**config.mk**
```make
export PLATFORM = sky130hd
export DESIGN_NAME = axil_debug_master
export DESIGN_NICKNAME = d
export VERILOG_FILES = /design/src/rtl/axil_debug_master.sv
export SDC_FILE = /design/constraint.sdc
export NUM_CORES = 1
export LEC_CHECK = 0
export BUFFER_PORTS_ARGS = -buffer_cell sky130_fd_sc_hd__buf_2
export CAP_MARGIN = 10
export CORE_ASPECT_RATIO = 0.75
export CORE_UTILIZATION = 55
export DETAILED_ROUTE_END_ITERATION = 8
export HOLD_SLACK_MARGIN = 0.08
export MAX_ROUTING_LAYER = met4
export PLACE_DENSITY = 0.85
export SYNTH_ARGS = -nofsm -noshare
export SYNTH_HDL_FRONTEND = slang
export SYNTH_SLANG_ARGS = --single-unit
```
**constraint.sdc**
```tcl
create_clock -name clk -period 4.4 [get_ports clk]
set_input_delay 0.88 -clock clk [delete_from_list [all_inputs] [get_ports clk]]
set_output_delay 0.88 -clock clk [all_outputs]
set_load 0.01 [all_outputs]
```
**src/rtl/axil_debug_master.sv**
```systemverilog
// Byte-stream command front end that issues single AXI4-Lite reads/writes for a host debug/loader link.
// 'W' A0..A3 D0..D3 -> write, reply 'K'/'E'; 'R' A0..A3 -> read, reply 'K' R0..R3 or 'E'.
module axil_debug_master #(
  parameter int TIMEOUT_CYCLES = 100000
) (
  input  logic        clk,
  input  logic        rst,
  input  logic [7:0]  rx_data,
  input  logic        rx_valid,
  output logic        rx_ready,
  output logic [7:0]  tx_data,
  output logic        tx_valid,
  input  logic        tx_ready,
  output logic [31:0] awaddr,
  output logic [2:0]  awprot,
  output logic        awvalid,
  input  logic        awready,
  output logic [31:0] wdata,
  output logic [3:0]  wstrb,
  output logic        wvalid,
  input  logic        wready,
  input  logic [1:0]  bresp,
  input  logic        bvalid,
  output logic        bready,
  output logic [31:0] araddr,
  output logic [2:0]  arprot,
  output logic        arvalid,
  input  logic        arready,
  input  logic [31:0] rdata,
  input  logic [1:0]  rresp,
  input  logic        rvalid,
  output logic        rready
);

  localparam int TW = $clog2(TIMEOUT_CYCLES + 1);
  localparam logic [7:0] CMD_W = 8'h57;
  localparam logic [7:0] CMD_R = 8'h52;
  localparam logic [7:0] RSP_K = 8'h4B;
  localparam logic [7:0] RSP_E = 8'h45;

  typedef enum logic [2:0] {IDLE, ADDR, DATA, WREQ, WRESP, RREQ, RRESP, SEND} state_t;

  state_t        state_r;
  logic          is_write_r;
  logic          resp_err_r;
  logic [2:0]    cnt_r;
  logic [31:0]   addr_r;
  logic [31:0]   data_r;
  logic [TW-1:0] tmo_r;
  logic          rx_ready_r;
  logic [7:0]    tx_data_r;
  logic          tx_valid_r;
  logic          awvalid_r;
  logic          wvalid_r;
  logic          bready_r;
  logic          arvalid_r;
  logic          rready_r;

  logic rx_hs_s;
  logic aw_done_s;
  logic w_done_s;
  logic tmo_hit_s;
  logic tx_last_s;

  assign rx_hs_s   = rx_valid && rx_ready_r;
  assign aw_done_s = !awvalid_r || awready;
  assign w_done_s  = !wvalid_r || wready;
  assign tmo_hit_s = (tmo_r == TW'(TIMEOUT_CYCLES - 1));
  // Only a successful read reply carries data bytes; the byte counter reaches 4 on R3.
  assign tx_last_s = is_write_r || resp_err_r || (cnt_r == 3'd4);

  assign rx_ready = rx_ready_r;
  assign tx_data  = tx_data_r;
  assign tx_valid = tx_valid_r;
  assign awaddr   = addr_r;
  assign awprot   = 3'b000;
  assign awvalid  = awvalid_r;
  assign wdata    = data_r;
  assign wstrb    = 4'hF;
  assign wvalid   = wvalid_r;
  assign bready   = bready_r;
  assign araddr   = addr_r;
  assign arprot   = 3'b000;
  assign arvalid  = arvalid_r;
  assign rready   = rready_r;

  // Command parser, AXI-Lite sequencer and reply serialiser.
  always_ff @(posedge clk) begin
    if (rst) begin
      state_r    <= IDLE;
      is_write_r <= 1'b0;
      resp_err_r <= 1'b0;
      cnt_r      <= 3'd0;
      addr_r     <= 32'h0000_0000;
      data_r     <= 32'h0000_0000;
      tmo_r      <= '0;
      rx_ready_r <= 1'b0;
      tx_data_r  <= 8'h00;
      tx_valid_r <= 1'b0;
      awvalid_r  <= 1'b0;
      wvalid_r   <= 1'b0;
      bready_r   <= 1'b0;
      arvalid_r  <= 1'b0;
      rready_r   <= 1'b0;
    end else begin
      case (state_r)
        IDLE: begin
          rx_ready_r <= 1'b1;
          tmo_r      <= '0;
          cnt_r      <= 3'd0;
          if (rx_hs_s && (rx_data == CMD_W || rx_data == CMD_R)) begin
            is_write_r <= (rx_data == CMD_W);
            state_r    <= ADDR;
          end
        end
        ADDR, DATA: begin
          if (rx_hs_s) begin
            tmo_r <= '0;
            cnt_r <= cnt_r + 3'd1;
            if (state_r == ADDR) begin
              addr_r[{cnt_r[1:0], 3'b000} +: 8] <= rx_data;
            end else begin
              data_r[{cnt_r[1:0], 3'b000} +: 8] <= rx_data;
            end
            if (cnt_r == 3'd3) begin
              cnt_r <= 3'd0;
              if (state_r == ADDR && is_write_r) begin
                state_r <= DATA;
              end else begin
                rx_ready_r <= 1'b0;
                if (is_write_r) begin
                  state_r   <= WREQ;
                  awvalid_r <= 1'b1;
                  wvalid_r  <= 1'b1;
                end else begin
                  state_r   <= RREQ;
                  arvalid_r <= 1'b1;
                end
              end
            end
          end else if (tmo_hit_s) begin
            // Stalled partial command: drop it silently and resynchronise on the next byte.
            state_r <= IDLE;
            tmo_r   <= '0;
            cnt_r   <= 3'd0;
          end else begin
            tmo_r <= tmo_r + TW'(1);
          end
        end
        WREQ: begin
          if (awvalid_r && awready) begin
            awvalid_r <= 1'b0;
          end
          if (wvalid_r && wready) begin
            wvalid_r <= 1'b0;
          end
          if (aw_done_s && w_done_s) begin
            state_r  <= WRESP;
            bready_r <= 1'b1;
          end
        end
        WRESP: begin
          if (bvalid) begin
            bready_r   <= 1'b0;
            resp_err_r <= (bresp != 2'b00);
            tx_data_r  <= (bresp == 2'b00) ? RSP_K : RSP_E;
            tx_valid_r <= 1'b1;
            cnt_r      <= 3'd0;
            state_r    <= SEND;
          end
        end
        RREQ: begin
          if (arready) begin
            arvalid_r <= 1'b0;
            rready_r  <= 1'b1;
            state_r   <= RRESP;
          end
        end
        RRESP: begin
          if (rvalid) begin
            rready_r   <= 1'b0;
            data_r     <= rdata;
            resp_err_r <= (rresp != 2'b00);
            tx_data_r  <= (rresp == 2'b00) ? RSP_K : RSP_E;
            tx_valid_r <= 1'b1;
            cnt_r      <= 3'd0;
            state_r    <= SEND;
          end
        end
        SEND: begin
          if (tx_ready) begin
            if (tx_last_s) begin
              tx_valid_r <= 1'b0;
              rx_ready_r <= 1'b1;
              cnt_r      <= 3'd0;
              state_r    <= IDLE;
            end else begin
              tx_data_r <= data_r[{cnt_r[1:0], 3'b000} +: 8];
              cnt_r     <= cnt_r + 3'd1;
            end
          end
        end
        default: begin
          state_r    <= IDLE;
          rx_ready_r <= 1'b0;
          tx_valid_r <= 1'b0;
          awvalid_r  <= 1'b0;
          wvalid_r   <= 1'b0;
          bready_r   <= 1'b0;
          arvalid_r  <= 1'b0;
          rready_r   <= 1'b0;
        end
      endcase
    end
  end

endmodule

```
### Word level (Yosys, flattened, before mapping)

Cells that the tools add are included.

* bits in registers: 104
* input bits: 53
* output and inout bits: 121
* logic and storage cells: 164

* $add $sub $neg: 3
* equality and inequality tests: 30
* shifts and indexed selects: 3
* muxes and demuxes: 70
* reduce and logical (&&, ||, !) cells: 43

Operators with widths (count)
* $mux W32: 3
* $bwmux W32: 2
* $pmux W32 S2: 1
* $mux W3: 18
* $mux W17: 2
* $pmux W17 S2: 1
* $mux W8: 4
* $ne A2 B2 Y1 const B: 16
* $shift A8 B7 Y32 const A: 1
* $shiftx A32 B6 Y8: 1
* $shiftx A8 B7 Y32: 1
* $mux W1: 26
* $pmux W8 S3: 1
* $reduce_and A6 Y1: 4
* $pmux W3 S7: 1
* $reduce_bool A2 Y1: 9
* $add A17 B1 Y17 const B: 1
* $eq A17 B17 Y1 const B: 1
* $eq A8 B7 Y1 const B: 2
* $eq A3 B3 Y1 const B: 5
* $pmux W3 S5: 1
* $reduce_and A5 Y1: 3
* $pmux W1 S2: 6
* $reduce_and A3 Y1: 4
* other kinds (18): 35

### Logic depth before layout (Yosys ltp)

* depth after elaboration: 6
* mapped depth: 9

### Least setup slack after synthesis

Ideal clock, no wire load.

* path type: in2reg
* start: input rx_data[5]
* end: register state_r[1]
* arrival: 2122 ps
* data required time: 4330 ps
* slack: 2208 ps
* cell stages on the path: 5
* buffers on the path: 0
* cells stage by stage: nor4b_4 > a31oi_1 > a221o_1 > or4_1 > a21oi_1

* word-level cells in the longest chain between the ends: 5
* elaborated cells on any way between the ends: 6
* those cells by class: eq/ne: 3; reduce/logical: 3

Ends and longest elaborated chain
* start: declaration: RTL line 8 `input logic [7:0] rx_data,`
* $eq A8 B7 Y1: RTL line 111 `if (rx_hs_s && (rx_data == CMD_W || rx_data == CMD_R)) begin`
* $logic_or A1 B1 Y1 *: RTL line 111
* $logic_and A1 B1 Y1 *: RTL line 111
* $ne A2 B2 Y1 (no source line) *
* $reduce_and A9 Y1 (no source line) *
* end signal: assignment: RTL line 113 `state_r <= ADDR;`
* end signal: assignment: RTL line 128 `state_r <= DATA;`
* end signal: assignment: RTL line 132 `state_r <= WREQ;`
* end: declaration: RTL line 43 `state_t state_r;`

Mark *: on every way between the ends. The rest lies on a longest branch, timed or not.
A chain may end at the register's enable or synchronous reset.

### Worst setup path after layout

* start: register cnt_r[0]
* end: register tx_data_r[5] (netlist: tx_data[5])

* word-level cells in the longest chain between the ends: 4
* elaborated cells on any way between the ends: 8
* those cells by class: eq/ne: 2; shift: 1; mux: 3; reduce/logical: 2

Ends and longest elaborated chain
* start: declaration: RTL line 46 `logic [2:0] cnt_r;`
* start signal: assignment: RTL line 119 `cnt_r <= cnt_r + 3'd1;`
* start signal: assignment: RTL line 199 `cnt_r <= cnt_r + 3'd1;`
* $shiftx A32 B6 Y8 / $eq A3 B3 Y1 (equally long branches): RTL line 198, 70
* $mux W8 / $logic_or A1 B1 Y1 (equally long branches): RTL line 192, 70
* $mux W8 / $ne A2 B2 Y1 (equally long branches)
* $pmux W8 S3 / $reduce_and A5 Y1 (equally long branches)
* end signal: assignment: RTL line 166 `tx_data_r <= (bresp == 2'b00) ? RSP_K : RSP_E;`
* end signal: assignment: RTL line 184 `tx_data_r <= (rresp == 2'b00) ? RSP_K : RSP_E;`
* end signal: assignment: RTL line 198 `tx_data_r <= data_r[{cnt_r[1:0], 3'b000} +: 8];`
* end: declaration: RTL line 51 `logic [7:0] tx_data_r;`

Parallel ways exist; a longest one is shown, timed or not. The select of a mux whose other input is x is not followed.

==> impl_results.rst <==
.. list-table::
   :header-rows: 1

   * - Metric
     - Value
   * - Portion of total power attributed to sequential cells
     - 0.508
   * - Final estimated routing congestion in global placement
     - 0.955
   * - Register area share after synthesis
     - 0.383
   * - Starting density of the core
     - 0.565
   * - Proportion of register bits with asynchronous set or reset after synthesis
     - 0
   * - Cell at the root of the clock tree
     - sky130_fd_sc_hd__clkbuf_16
   * - DR top layer
     - met4
   * - Start of the worst register-to-register path
     - cnt_r[0]
   * - Final instance area
     - 6250 um2
   * - Gr ovfl total
     - 0
   * - Mapped Cells
     - 624
   * - Met3 WL
     - 1.48 mm
   * - Std cell rows
     - 31
   * - Buffer count from post-CTS setup fixing
     - 0
   * - Flop and latch count out of synthesis
     - 104
   * - Post-Synthesis Mean Instance Area
     - 8.70 um2
   * - Sum of negative setup slack
     - 0 ns
   * - Clock latency on the worst-skew pair
     - 0.36 ns
   * - Overall die area
     - 10300 um2
   * - Worst max-slew margin expressed relative to the limit
     - 0.344
   * - GRT Total Usage
     - 0.310
   * - Wire length of the first global-routing pass
     - 23.2 mm
   * - Number of iterations in the first detailed-routing pass
     - 5
   * - Metal1 wirelength
     - 6.32 mm
   * - Design internal power
     - 1.44 mW
   * - Sw Ratio
     - 0.231
   * - Routed wl met2
     - 7.15 mm
   * - Drt drc
     - 0
   * - PostCTS Resize Cnt
     - 0
   * - CP peak stage delay
     - 0.91 ns
   * - Overall die width
     - 117 um
   * - Count of H-tree levels built during CTS
     - 3
   * - Overall die height
     - 88.1 um
   * - Nature of the critical path startpoint
     - flop
   * - Status
     - finished clean
   * - Share of post-route cells with drive strength above 1
     - 0.277
   * - Power per cell area
     - 300 nW/um2
   * - Final setup violating endpoints
     - 0
   * - CTS Sinks
     - 104
   * - Cell with the most instances on the worst path
     - sky130_fd_sc_hd__a21oi_1
   * - Period minus WS final
     - 3.21 ns
   * - Library cell contributing the largest single delay on the critical path
     - sky130_fd_sc_hd__dfxtp_1
   * - Slew at the pin closest to its max-slew limit
     - 0.984 ns
   * - Total vias in the final route
     - 5146
   * - Synthesis-to-finish area growth
     - 15.1%
   * - Cts-stage hold buffer count
     - 0
   * - Critical-path cell list
     - inv_1 > ha_1 > a211oi_1 > a21oi_1 > nor2_1 > nand3_1 > a21oi_1
   * - DP Worst Slack
     - 1.21 ns
   * - Worst setup skew after layout
     - 0.00603 ns
   * - Final Cycle Share
     - 0.728
   * - Clock share of power
     - 0.433
   * - Final standard cell utilization of the core
     - 0.650
   * - F_max
     - 312 MHz
   * - Endpoint type of the worst setup path
     - flop
   * - Most common flop cell mapped by yosys
     - sky130_fd_sc_hd__dfxtp_1
   * - Net switching component of the power
     - 0.433 mW
   * - Number of hold violations in the final report
     - 0
   * - Maximum number of buffers from clock root to sink
     - 2
   * - Placed standard-cell area
     - 5950 um2
   * - Unique cell type count in the Yosys netlist
     - 59
   * - Post-DRT Antenna Nets
     - 0
   * - Worst Hold Path EP
     - araddr[9]
   * - Core region area
     - 9620 um2
   * - Worst setup path startpoint
     - cnt_r[0]
   * - Clock transition at the register clock pins on the worst setup and hold paths after CTS
     - 0.07 ns
   * - Worst Min Path Start
     - araddr[9]
   * - RSZ-0062 raised after global routing
     - no
   * - Category of the most critical setup path
     - flop to flop
   * - Port Buf Inserts
     - 163
   * - Post-DR wirelength/cell
     - 17.7 um
   * - Detailed Route WL
     - 15.3 mm
   * - Maximum number of pins on one net before global-route repair
     - 88
   * - Power share of the combinational group
     - 0.059
   * - Peak supply drop
     - 0.234 mV
   * - Number of global-route vias before repair
     - 4622
   * - Antenna Diode Count
     - 0
   * - CP Data Required Time
     - 4.67 ns
   * - Routed via count divided by cell count
     - 5.95
   * - Hold Path Cell Cnt
     - 2
   * - Top-level port count
     - 174
   * - Post-layout worst setup margin
     - 1.19 ns
   * - Flop-to-flop setup slack
     - 1.19 ns
   * - Antenna violations before repair
     - 0
   * - Worst-case reg-to-reg path depth
     - 7
   * - HP Class
     - flop to flop
   * - Crit-path max FO
     - 21
   * - Max-cap viol count
     - 0
   * - Drt first-iter violations
     - 479
   * - Critical register-to-register path endpoint
     - tx_data[5]
   * - Synth warn
     - 0
   * - Number of synthesized flops with an enable pin
     - 0
   * - Cts bufs inserted
     - 9
   * - Clock tree from TritonCTS
     - done
   * - Pins over their slew limit
     - 0
   * - Static power due to leakage
     - 2.46 nW
   * - Nets@finish
     - 789
   * - CP Data Arrival Time
     - 3.48 ns
   * - Summed instance area of the synthesized netlist
     - 5430 um2
   * - Post-DP HPWL
     - 11.1 mm
-- cell families (layout without fill, tap and decap cells) --
family | count (synthesis) | count (layout) | synth area share
other cells | 2 | 10 | 0.00138
compound gates | 158 | 158 | 0.197
fa+ha+maj | 8 | 8 | 0.0184
xor+xnor | 19 | 19 | 0.0306
simple gates | 229 | 229 | 0.225
mux | 13 | 13 | 0.0426
buf+inv | 91 | 192 | 0.101
flops | 104 | 104 | 0.383
-- registers in the layout, summed over array words and instances (netlist names), 3 cells and up --
name     count
araddr      32
wdata       32
tmo_r       17
tx_data      8
cnt_r        3
state_r      3
-- cells in the mapped netlist (all sizes together), types with 2 or more instances --
cell type / number / area share
nor4b: 3 / 0.010
a22oi: 40 / 0.055
inv: 11 / 0.0076
a31oi: 4 / 0.0058
ha: 8 / 0.018
nor2b: 8 / 0.0092
or3: 26 / 0.030
nand2b: 12 / 0.014
and4: 3 / 0.0048
buf: 66 / 0.084
conb: 2 / 0.0014
mux4: 8 / 0.033
xnor2: 11 / 0.018
a221oi: 2 / 0.0032
xor2: 8 / 0.013
o31ai: 2 / 0.0028
nand3: 12 / 0.011
nor4bb: 2 / 0.0037
nor2: 81 / 0.056
nor3b: 5 / 0.013
nor3: 7 / 0.0065
and4b: 2 / 0.0039
a21oi: 41 / 0.038
nand2: 46 / 0.032
mux2i: 4 / 0.0074
and3: 4 / 0.0046
dfxtp: 104 / 0.38
and2: 3 / 0.0035
o21ai: 13 / 0.013
o22ai: 2 / 0.0023
clkbuf: 14 / 0.0097
nand4: 8 / 0.0092
a211oi: 39 / 0.054
a311oi: 3 / 0.0048
o21a: 7 / 0.0097
-- cell type report --
cell class / instances / area [um2]
well taps: 132 / 165
fillers: 803 / 3370
inverters: 11 / 41.3
clock inverters: 4 / 53.8
multi-input cells: 437 / 2830
clock buffers: 12 / 246
repair buffers: 165 / 831
flip-flops and latches: 104 / 2080
-- worst max-delay path, delay by kind of cell (launching register included) --
kind | cells | cell delay (ns)
DFF | 1 | 0.91
and+or+nand+nor | 2 | 0.72
buffers and inverters | 1 | 0.21
adders and majority gates | 1 | 0.49
AOI/OAI and AO/OA | 3 | 0.79
-- through the flow --
stage | hold WS, ns | total power, mW | cells
after floorplan | 0.462 | 1.04 | 632
after global placement | 0.448 | 1.08 | 849
after detailed placement | 0.454 | 1.08 | 849
after CTS | 0.461 | 1.88 | 865
after global routing | 0.482 | 1.93 | 865
final | 0.458 | 1.88 | 865
-- layout by cell type, fill, tap and decap left out, types with 3 or more instances in the layout --
master                      count
sky130_fd_sc_hd__buf_2        163
sky130_fd_sc_hd__dfxtp_1      104
sky130_fd_sc_hd__nor2_1        80
sky130_fd_sc_hd__nand2_1       46
sky130_fd_sc_hd__a21oi_1       40
sky130_fd_sc_hd__a22oi_1       40
sky130_fd_sc_hd__a211oi_1      39
sky130_fd_sc_hd__or3_1         26
sky130_fd_sc_hd__nand2b_1      12
sky130_fd_sc_hd__o21ai_0       12
sky130_fd_sc_hd__nand3_1       12
sky130_fd_sc_hd__xnor2_1       11
sky130_fd_sc_hd__inv_1         10
sky130_fd_sc_hd__conb_1        10
sky130_fd_sc_hd__clkbuf_16      9
sky130_fd_sc_hd__mux4_2         8
sky130_fd_sc_hd__xor2_1         8
sky130_fd_sc_hd__nand4_1        8
sky130_fd_sc_hd__nor2b_1        8
sky130_fd_sc_hd__ha_1           8
sky130_fd_sc_hd__o21a_1         7
sky130_fd_sc_hd__nor3_1         7
sky130_fd_sc_hd__and3_1         4
sky130_fd_sc_hd__mux2i_1        4
sky130_fd_sc_hd__a311oi_1       3
sky130_fd_sc_hd__and4_1         3
sky130_fd_sc_hd__nor3b_4        3
sky130_fd_sc_hd__and2_1         3
sky130_fd_sc_hd__a31oi_1        3
-- worst max path at each step --
stage	to	cells past startpoint
2_1_floorplan	state_r[1]	5
5_1_grt	tx_data[2]	7
6_report	tx_data[5]	7
3_3_place_gp	tx_data[2]	7
3_5_place_dp	tx_data[5]	7
4_1_cts	tx_data[5]	7
-- layer usage --
metal / global-route usage / up-vias
met4: 0.131 / 0
li1: - / 2405
met1: 0.387 / 2407
met5: - / -
met2: 0.481 / 300
met3: 0.0734 / 34
-- power by group through the flow --
stage               Combinational, mW  Sequential (mW)  Clock, mW
global route                    0.119            0.954      0.857
CTS                             0.108            0.953      0.820
floorplan                      0.0715            0.969          0
detailed placement              0.107            0.975          0
global placement                0.104            0.974          0
finish                          0.110            0.953      0.813
No activity file was read; power rests on OpenSTA's default activity.
